**src/rtl/rv_alu_if.sv**
```systemverilog
// Execute-stage ALU bus: operands and opcode in, combinational and registered results out.
interface rv_alu_if #(
   parameter int XLEN = 32
);
   logic [XLEN-1:0] operand_a;
   logic [XLEN-1:0] operand_b;
   logic [3:0]      alu_op;
   logic [XLEN-1:0] alu_result;
   logic            zero_flag;
   logic [XLEN-1:0] result_q;
   logic            zero_q;
   logic            ovf_q;

   // Issuer side: drives operands/opcode, observes results.
   modport master (
      output operand_a, operand_b, alu_op,
      input  alu_result, zero_flag, result_q, zero_q, ovf_q
   );

   // ALU side.
   modport slave (
      input  operand_a, operand_b, alu_op,
      output alu_result, zero_flag, result_q, zero_q, ovf_q
   );
endinterface

```
**src/rtl/rv_alu.sv**
```systemverilog
// RV32I integer ALU: combinational result and zero flag, plus a registered
// copy of result, zero and signed ADD/SUB overflow for pipeline/debug use.
module rv_alu #(
   parameter int XLEN = 32
) (
   input  logic    clk,
   input  logic    rst,
   rv_alu_if.slave bus
);
   localparam logic [3:0] ALU_ADD   = 4'd0;
   localparam logic [3:0] ALU_SUB   = 4'd1;
   localparam logic [3:0] ALU_SLL   = 4'd2;
   localparam logic [3:0] ALU_SLT   = 4'd3;
   localparam logic [3:0] ALU_SLTU  = 4'd4;
   localparam logic [3:0] ALU_XOR   = 4'd5;
   localparam logic [3:0] ALU_SRL   = 4'd6;
   localparam logic [3:0] ALU_SRA   = 4'd7;
   localparam logic [3:0] ALU_OR    = 4'd8;
   localparam logic [3:0] ALU_AND   = 4'd9;
   localparam logic [3:0] ALU_PASSB = 4'd10;

   logic [XLEN-1:0] w_a;
   logic [XLEN-1:0] w_b;
   logic [4:0]      w_shamt;
   logic [XLEN-1:0] w_sum;
   logic [XLEN-1:0] w_diff;
   logic [XLEN-1:0] w_result;
   logic            w_zero;
   logic            w_ovf;

   logic [XLEN-1:0] r_result_q;
   logic            r_zero_q;
   logic            r_ovf_q;

   assign w_a     = bus.operand_a;
   assign w_b     = bus.operand_b;
   // Only the low five bits select the shift distance; upper bits are ignored.
   assign w_shamt = w_b[4:0];
   assign w_sum   = w_a + w_b;
   // Subtraction as a + ~b + 1 so the borrow simply wraps mod 2^32.
   assign w_diff  = w_a + ~w_b + {{(XLEN-1){1'b0}}, 1'b1};

   // Operation select; unused opcodes 11-15 yield zero.
   always_comb begin
      w_result = '0;
      unique case (bus.alu_op)
         ALU_ADD:   w_result = w_sum;
         ALU_SUB:   w_result = w_diff;
         ALU_SLL:   w_result = w_a << w_shamt;
         ALU_SLT:   w_result = {{(XLEN-1){1'b0}}, ($signed(w_a) < $signed(w_b))};
         ALU_SLTU:  w_result = {{(XLEN-1){1'b0}}, (w_a < w_b)};
         ALU_XOR:   w_result = w_a ^ w_b;
         ALU_SRL:   w_result = w_a >> w_shamt;
         ALU_SRA:   w_result = $unsigned($signed(w_a) >>> w_shamt);
         ALU_OR:    w_result = w_a | w_b;
         ALU_AND:   w_result = w_a & w_b;
         ALU_PASSB: w_result = w_b;
         default:   w_result = '0;
      endcase
   end

   assign w_zero = (w_result == '0);

   // Signed overflow is only meaningful for ADD/SUB; every other op reports 0.
   always_comb begin
      w_ovf = 1'b0;
      if (bus.alu_op == ALU_ADD)
         w_ovf = (w_a[XLEN-1] == w_b[XLEN-1]) && (w_sum[XLEN-1] != w_a[XLEN-1]);
      else if (bus.alu_op == ALU_SUB)
         w_ovf = (w_a[XLEN-1] != w_b[XLEN-1]) && (w_diff[XLEN-1] != w_a[XLEN-1]);
   end

   // Free-running capture of result and flags; reset wins and leaves a "zero" result.
   always_ff @(posedge clk) begin
      if (rst) begin
         r_result_q <= '0;
         r_zero_q   <= 1'b1;
         r_ovf_q    <= 1'b0;
      end else begin
         r_result_q <= w_result;
         r_zero_q   <= w_zero;
         r_ovf_q    <= w_ovf;
      end
   end

   assign bus.alu_result = w_result;
   assign bus.zero_flag  = w_zero;
   assign bus.result_q   = r_result_q;
   assign bus.zero_q     = r_zero_q;
   assign bus.ovf_q      = r_ovf_q;
endmodule

```
**src/flat_wrapper.sv**
```systemverilog
// flat-port wrapper written by rule: the top's interface ports become plain ports
module rv_alu_flat 
#(
   parameter int XLEN = 32
)
  (clk, rst, bus_operand_a, bus_operand_b, bus_alu_op, bus_alu_result, bus_zero_flag, bus_result_q, bus_zero_q, bus_ovf_q);
  rv_alu_if #(.XLEN(XLEN)) bus_i ();
  input  logic clk;
  input  logic rst;
  input wire logic [$bits(bus_i.operand_a)-1:0] bus_operand_a;
  input wire logic [$bits(bus_i.operand_b)-1:0] bus_operand_b;
  input wire logic [$bits(bus_i.alu_op)-1:0] bus_alu_op;
  output wire logic [$bits(bus_i.alu_result)-1:0] bus_alu_result;
  output wire logic [$bits(bus_i.zero_flag)-1:0] bus_zero_flag;
  output wire logic [$bits(bus_i.result_q)-1:0] bus_result_q;
  output wire logic [$bits(bus_i.zero_q)-1:0] bus_zero_q;
  output wire logic [$bits(bus_i.ovf_q)-1:0] bus_ovf_q;
  assign bus_i.operand_a = bus_operand_a;
  assign bus_i.operand_b = bus_operand_b;
  assign bus_i.alu_op = bus_alu_op;
  assign bus_alu_result = bus_i.alu_result;
  assign bus_zero_flag = bus_i.zero_flag;
  assign bus_result_q = bus_i.result_q;
  assign bus_zero_q = bus_i.zero_q;
  assign bus_ovf_q = bus_i.ovf_q;
  rv_alu #(.XLEN(XLEN)) u_core (.clk(clk), .rst(rst), .bus(bus_i));
endmodule
```
**config.mk**
```make
export PLATFORM = sky130hd
export DESIGN_NAME = rv_alu_flat
export DESIGN_NICKNAME = d
export VERILOG_FILES = /design/src/rtl/rv_alu_if.sv /design/src/rtl/rv_alu.sv /design/src/flat_wrapper.sv
export SDC_FILE = /design/constraint.sdc
export NUM_CORES = 1
export LEC_CHECK = 0
export ABC_AREA = 1
export BUFFER_PORTS_ARGS = -buffer_cell sky130_fd_sc_hd__buf_2
export CAP_MARGIN = 20
export CELL_PAD_IN_SITES_DETAIL_PLACEMENT = 0
export CELL_PAD_IN_SITES_GLOBAL_PLACEMENT = 1
export CORE_MARGIN = 2
export CORE_UTILIZATION = 30
export DETAILED_ROUTE_END_ITERATION = 6
export PLACE_DENSITY_LB_ADDON = 0.1
export REMOVE_ABC_BUFFERS = 1
export SYNTH_ARGS = -nofsm -noshare
export SYNTH_HDL_FRONTEND = slang
export SYNTH_SLANG_ARGS = --single-unit
```
**constraint.sdc**
```tcl
create_clock -name clk -period 4.9 [get_ports clk]
set_input_delay 0.245 -clock clk [delete_from_list [all_inputs] [get_ports clk]]
set_output_delay 0.245 -clock clk [all_outputs]
set_load 0.01 [all_outputs]
```
# After elaboration in Yosys (flattened, before gate mapping)
# Cells that the tools add are included.
# classes
n_eq_ne	14
n_lt_le_gt_ge	2
reduce_logical	4
n_bitwise	4
shift	3
n_addsub	3
mux	3
# op_table
operator	count
one-hot mux 32 bit (11 select lines)	1
adder 32 bit	2
less-than comparator 32 bit	2
adder 32 x 1 -> 32 bit, second input constant	1
AND 32 bit	1
logical NOT 32 bit	1
inverter 32 bit	1
OR 32 bit	1
<< shifter 32 x 5 -> 32 bit	1
right shift 32 x 5 -> 32 bit	1
>>> shifter 32 x 5 -> 32 bit	1
bitwise XOR 32 bit	1
equality test 4 x 3 -> 1 bit, second input constant	4
equality test 4 bit, second input constant	3
equality test 4 x 2 -> 1 bit, second input constant	2
equality test 4 x 1 -> 1 bit, second input constant	1
logical NOT 4 bit	1
inequality test 1 bit	3
logical AND 1 bit	2
2-to-1 mux 1 bit	2
equality test 1 bit	1
# word_totals
out_inout_bits	67
in_bits	70
register_bits	34

# Depth between registers and ports, before layout
# Gate-level depths: netlist of run 1.
# logic_depth
depth_word	7
ltp_mapped	23
depth_no_buf	21

# Worst setup path after synthesis of run 1
# OpenSTA, ideal clock, no wires.
# synth_path
kind	input to output
start	input bus_operand_b[4]
end	output bus_zero_flag
path_buffers	3
path_slack_ns	1.932
t_required_ns	4.655
arrival_time_ns	2.723
path_stages	22
path_cell_list	inv_1 > buf_2 > buf_1 > ha_1 > buf_6 > nor2_1 > nand2_1 > inv_1 > nand2_1 > nand2_1 > nand2_1 > nand2_1 > nand2_1 > nand2_1 > nand2_1 > nand3_1 > nand3_1 > nor2_1 > nand2_1 > nor2_1 > nand2_1 > nor2_1
# synth_via
elab_chain_cells	5
elab_cells_between_ends	14
classes_between	3 x add/sub; 2 x order compare; 3 x shift; 1 x mux; 4 x bitwise; 1 x reduce/logical
# synth_rtl
element	line_no	rtl
start: declaration	flat_wrapper.sv:11	input wire logic [$bits(bus_i.operand_b)-1:0] bus_operand_b;
inverter 32 bit	rv_alu.sv:41	assign w_diff = w_a + ~w_b + {{(XLEN-1){1'b0}}, 1'b1};
adder 32 bit	rv_alu.sv:41	
adder 32 x 1 -> 32 bit	rv_alu.sv:41	
one-hot mux 32 bit (11 select lines) (*)	rv_alu.sv:46	unique case (bus.alu_op)
net bus_alu_result[31]	flat_wrapper.sv:13	output wire logic [$bits(bus_i.alu_result)-1:0] bus_alu_result;
logical NOT 32 bit (*)	rv_alu.sv:62	assign w_zero = (w_result == '0);
end: declaration	flat_wrapper.sv:14	output wire logic [$bits(bus_i.zero_flag)-1:0] bus_zero_flag;
# Mark *: on every way through the listed nets, which the timed path passes. The rest lies on a longest branch.

# Final worst setup path of run 1
# layout_path
start	input bus_operand_b[0]
end	output bus_zero_flag
# layout_via
elab_chain_cells	5
elab_cells_between_ends	14
classes_between	3 x add/sub; 2 x order compare; 3 x shift; 1 x mux; 4 x bitwise; 1 x reduce/logical
# layout_rtl
element	line_no
inverter 32 bit	rv_alu.sv:41
adder 32 bit	rv_alu.sv:41
adder 32 x 1 -> 32 bit	rv_alu.sv:41
one-hot mux 32 bit (11 select lines) (*)	rv_alu.sv:46
logical NOT 32 bit (*)	rv_alu.sv:62
# Mark *: on every way between the ends. The rest lies on a longest branch, timed or not.

==> impl_results.md, run 1 <==
- Setup CP Type: in2out
- Fill count: 4,661
- Initial DRC count: 1,838
- Die area: 0.04094 mm²
- CP Data Required Time: 4.66 ns
- Largest net degree at the start of global routing: 77
- First-pass GRT wire length: 100.0 mm
- Unique masters post-synth: 42
- Multi-input logic area: 0.009189 mm²
- Post-route non-filler standard cell count: 2,976
- Synth Register Bits: 34
- CP cell instances: buf_2 > buf_4 > inv_4 > nand2_1 > nand2_1 > nand2_1 > o21ai_0 > nand2_1 > nand2_1 > nand2_1 > nand2_1 > nand2_1 > nand2_1 > nor2_1 > nand3_1 > nor2_1 > nand2_1 > nor2_1 > nand2_1 > nor2_1 > buf_2
- GRT Total Usage: 33.26%
- Tightest Pin Transition: 1.105 ns
- CP Max Fanout: 36
- Core area: 0.03874 mm²
- Min Hold Slack: 0.3973 ns
- TritonCTS clock tree: yes
- CP most frequent cell: nand2_1
- Mapped Cells: 2,393
- CTS root buf: clkbuf_16
- Crit-path max cell delay: 0.52 ns
- Antenna diodes: 0
- CP max stage cell: buf_2
- Number of flops mapped to enable cells by yosys: 0
- Pre-antenna DRT Iters: 7
- DRC: 0
- Critical path launch point type: input port
- Slew Limit Fails: 0
- Synth Flop Type: dfxtp_1
- CP top delay family: simple AND/OR/NAND/NOR gates
- Sequential share of the synthesized area: 5.768%
- Final Util: 33.42%
- Post-CTS Hold Fix Bufs: 0
- WL final: 69.23 mm
- Top cells by count, synth: nand2_1, nand3_1, inv_1
- Fin crit period: 4.213 ns
- Fin nets: 2,633
- Clock Tree Buf Depth: 2
- Max IR drop VDD: 233.2 µV
- Largest area contributor in the netlist: nand2_1
- Die H: 202.3 µm
- Slew headroom: 26.06%
- Asr flop ratio synth: 0%
- RSZ-0062 raised after global routing: false
- Ports: 137
- Total grt overflow: 0
- Initial antenna violation count: 0
- Period utilization: 85.99%
- Buffers on Ports: 136
- Avg Vias per Cell: 5.360
- Number of global-route vias before repair: 14,740
- Area delta synth->final: 9.713%
- Final antenna-violating net count: 0
- Avg Cell Area, Syn: 4.931 µm²
- Fin Setup TNS: 0 ns
- CTS clk-pin slew, worst paths: 0.10 ns
- Worst setup EP type: output port
- Largest cells by area after synthesis: nand2_1, nand3_1, inv_1, ha_1, nor2_1
- Post-cts resize count: 0
- Final setup vio count: 0
- Pwr Total: 0.002171 W
- Achievable Freq: 237.3 MHz
- Dpl cells: 2,969
- Initial Utilization: 30.46%
- Status: complete, no violations
- Final Hold Fails: 0
- DIE WIDTH: 202.3 µm
- Register Area: 680.7 µm²
- Setup repair bufs after CTS: 0
- Share of cells above drive strength 1: 7.689%
- Routed via count: 15,950
- Count leader, synth: nand2_1
- Wire length per cell: 23.26 µm
- Cts bufs inserted: 5
- Power Density: 167.7 mW/mm²
- Worst Path Arrival: 3.97 ns
- LEAKAGE: 7.604 nW
- Placement row count: 72
- Hold Crit Class: in2reg
- Maxcap violations: 0
- Htree depth: 2
- YS warnings: 0
- Share of the synthesized area in the top cell type: 26.12%
- Mapped cell area: 0.01180 mm²
- Hpwl dp: 57.36 mm
- Clock net sink count: 34
- Critical path buffers and inverters: 4
- GP Congestion: 0.9928
[placed cells by master, fill, tap and decap left out, types with 2 or more instances in the layout]
cell type	n
buf_4	25
o21ai_1	5
nand4_1	24
inv_4	2
buf_2	136
o211ai_1	7
nand2_1	820
xor2_1	2
and3_1	4
a31oi_1	6
o22ai_1	31
clkbuf_16	5
nor4_1	2
nor2_2	6
nand2_2	4
o2111ai_1	2
inv_2	3
fa_1	2
o21ai_0	47
nor3_1	26
o21bai_1	9
dfxtp_1	34
and2_1	11
nand3_1	504
ha_1	103
nand3b_1	4
inv_1	358
nor2_1	213
a21oi_1	49
[power breakdown]
part	switching, W	leakage, nW	internal, W
Combinational	0.00105	7.24	0.000389
Clock	0.000175	0.0829	0.000252
Sequential	0.00000489	0.279	0.000298
Total	0.00123	7.60	0.000939
[path summary, 6_finish.rpt]
path / start / end / slack (ns) / cells past startpoint
setup / recovery: bus_operand_b[0] / bus_zero_flag / 0.69 / 21
hold / removal: rst / u_core.bus.result_q[3]$_SDFF_PP0_ / 0.40 / 2
[sequential cells by signal, summed over array words and instances (netlist names)]
signal               flops
u_core.bus.ovf_q         1
u_core.bus.result_q     32
u_core.bus.zero_q        1
[stage by stage]
stage | setup slack (ns) | cell area (µm²)
2_1_floorplan | 1.305 | 11240
3_3_place_gp | 0.7986 | 12780
3_5_place_dp | 0.8607 | 12780
4_1_cts | 0.8549 | 12950
5_1_grt | 0.4694 | 12950
6_report | 0.6866 | 12950
[cells by family after synthesis]
family | Yosys count | share of synthesized area, %
AO/OA/AOI/OAI | 161 | 7.783
XOR/XNOR | 2 | 0.1485
buffers and inverters | 468 | 16.40
flip-flops | 34 | 5.768
AND/OR/NAND/NOR | 1623 | 58.64
adder cells (fa/ha/maj) | 105 | 11.26
[final cells by class]
class,count,share of cell area [%]
Tap cell,518,5.006
Timing Repair Buffer,162,6.862
Clock buffer,6,1.073
Sequential cell,34,5.258
Inverter,364,10.59
Clock inverter,1,0.2320
Multi-Input combinational cell,1891,70.98
[layer usage]
layer  part of all wire, %  global-route usage (%)
met5                     0                       0
met3                   8.0                   4.918
met2                    43                   51.80
met1                    45                   46.79
met4                   3.7                   10.74
Note: power is estimated with default switching activity, not from simulation.
==> run 2, diff against run 1 <==
- PLACE_DENSITY: unset -> 0.67
- PLACE_DENSITY_LB_ADDON: 0.1 -> unset
==> impl_results.md, run 2 (same netlist as run 1, synthesis figures left out) <==
- Ports: 137 (unchanged)
- Post-CTS Hold Fix Bufs: 0 (unchanged)
- DRC: 0 (unchanged)
- Maxcap violations: 0 (unchanged)
- Wire length per cell: 22.50 µm (-3.3%)
- Pre-antenna DRT Iters: 6 (-1)
- CP most frequent cell: nand2_1
- CP max stage cell: fa_1
- Period utilization: 80.30% (-5.7 points)
- First-pass GRT wire length: 96.30 mm (-3.7%)
- Final setup vio count: 0 (unchanged)
- Power Density: 163.5 mW/mm² (-2.5%)
- GP Congestion: 1.047 (+5.5%)
- Avg Vias per Cell: 5.410 (+0.95%)
- Final antenna-violating net count: 0 (unchanged)
- Worst setup EP type: output port
- Cts bufs inserted: 5 (unchanged)
- Register Area: 680.7 µm² (unchanged)
- Pwr Total: 0.002116 W (-2.5%)
- Die H: 202.3 µm (unchanged)
- Slew Limit Fails: 0 (unchanged)
- Initial Utilization: 30.46% (unchanged)
- RSZ-0062 raised after global routing: false
- Crit-path max cell delay: 0.41 ns (-0.11 ns)
- Post-cts resize count: 0 (unchanged)
- CTS root buf: clkbuf_16
- Setup CP Type: in2out
- CTS clk-pin slew, worst paths: 0.06 ns (-0.04 ns)
- Setup repair bufs after CTS: 0 (unchanged)
- Fin nets: 2,630 (-0.11%)
- Busiest grt layer: met2
- DIE WIDTH: 202.3 µm (unchanged)
- Multi-input logic area: 0.009186 mm² (about the same)
- Worst Path Arrival: 3.69 ns (-0.28 ns)
- Critical path buffers and inverters: 2 (-2)
- Fin crit period: 3.935 ns (-0.2785 ns)
- Final Hold Fails: 0 (unchanged)
- TritonCTS clock tree: yes
- Hpwl dp: 55.11 mm (-3.9%)
- Met1 usage: 44.53% (-2.3 points)
- Largest register FFs: 32 (unchanged)
- Initial antenna violation count: 1 (+1)
- Routing usage on met3: 5.530% (+0.61 points)
- Largest net degree at the start of global routing: 78 (+1.3%)
- LEAKAGE: 7.594 nW (-0.13%)
- Core area: 0.03874 mm² (unchanged)
- Area delta synth->final: 9.702% (about the same)
- Die area: 0.04094 mm² (unchanged)
- GRT Total Usage: 31.85% (-1.4 points)
- Status: complete, no violations
- Slew headroom: 30.23% (+4.2 points)
- Achievable Freq: 254.1 MHz (+7.1%)
- Clock Tree Buf Depth: 2 (unchanged)
- Number of global-route vias before repair: 14,610 (-0.86%)
- Max IR drop VDD: 121.1 µV (-48%)
- Fill count: 4,665 (+0.086%)
- Initial DRC count: 2,113 (+15%)
- Buffers on Ports: 136 (unchanged)
- CP Data Required Time: 4.66 ns (about the same)
- Routed via count: 16,090 (+0.88%)
- Global routing usage on met2: 49.08% (-2.7 points)
- Commonest non-fill, non-tap cell in the layout: nand2_1
- Hold Crit Class: in2reg
- CP top delay family: simple AND/OR/NAND/NOR gates
- WL final: 66.91 mm (-3.3%)
- Htree depth: 2 (unchanged)
- CP cell instances: buf_2 > ha_1 > fa_1 > nor2_1 > nand2_1 > nand3_1 > nand2_1 > nand2_1 > nand2_1 > nand2_1 > nand2_1 > nand2_1 > nor2_1 > nor2_1 > nand2_1 > nor2_1 > nand2_1 > nor2_1 > nand2_1 > nor2_1 > buf_2
- Commonest cells after routing, fill and taps aside: nand2_1, nand3_1, inv_1
- Fin Setup TNS: 0 ns (unchanged)
- Total grt overflow: 0 (unchanged)
- CP Max Fanout: 16 (-56%)
- Clock net sink count: 34 (unchanged)
- Placement row count: 72 (unchanged)
- Antenna diodes: 0 (unchanged)
- Share of cells above drive strength 1: 7.533% (-0.16 points)
- Tightest Pin Transition: 1.040 ns (-0.06499 ns)
- Critical path launch point type: input port
[run 2: cell types whose count changed in the layout (fill, tap and decap cells not counted), sizes merged]
cell,change
bufinv,-1
clkinv,+2
buf,-3
[run 2: final timing paths]
path / from / endpoint / slack, ns / depth (start not counted)
max: bus_operand_b[0] / bus_zero_flag / 0.97 / 21
min: rst / u_core.bus.result_q[29]$_SDFF_PP0_ / 0.46 / 2
[run 2: where the power goes]
group / internal [W] / switching [W] / total [W] / leakage (nW)
sequential: 0.000298 / 0.00000475 / 0.000302 / 0.279
combinational: 0.000392 / 0.00104 / 0.00143 / 7.24
clock: 0.000190 / 0.000189 / 0.000379 / 0.0708
total: 0.000880 / 0.00124 / 0.00212 / 7.59
[run 2: cell type report]
cell class	instances	area share, %
inverter	364	10.59
multi-input combinational	1891	70.96
clock buffer	6	0.9956
clock inverter	2	0.1063
timing repair buffer	159	7.075
sequential	34	5.258
tap	518	5.007
[run 2: stage by stage]
| stage | setup WS, ns | instance area (µm²) | instances | hold WS, ns | util [%] |
|---|---|---|---|---|---|
| floorplan | 1.305 | 11240 | 2289 | 0.3141 | - |
| global placement | 1.041 | 12800 | 2966 | 0.6394 | 33.05 |
| detailed placement | 1.066 | 12800 | 2966 | 0.6384 | 33.05 |
| CTS | 1.052 | 12940 | 2974 | 0.4390 | 33.42 |
| global route | 0.7384 | 12940 | 2974 | 0.4704 | 33.42 |
| finish | 0.9651 | 12940 | 2974 | 0.4640 | 33.42 |
[run 2: layer usage]
metal	wire, µm	vias to the layer above
met5	18	-
met4	2381	2
met3	6020	89
met2	28560	822
met1	29930	7442
li1	-	7735
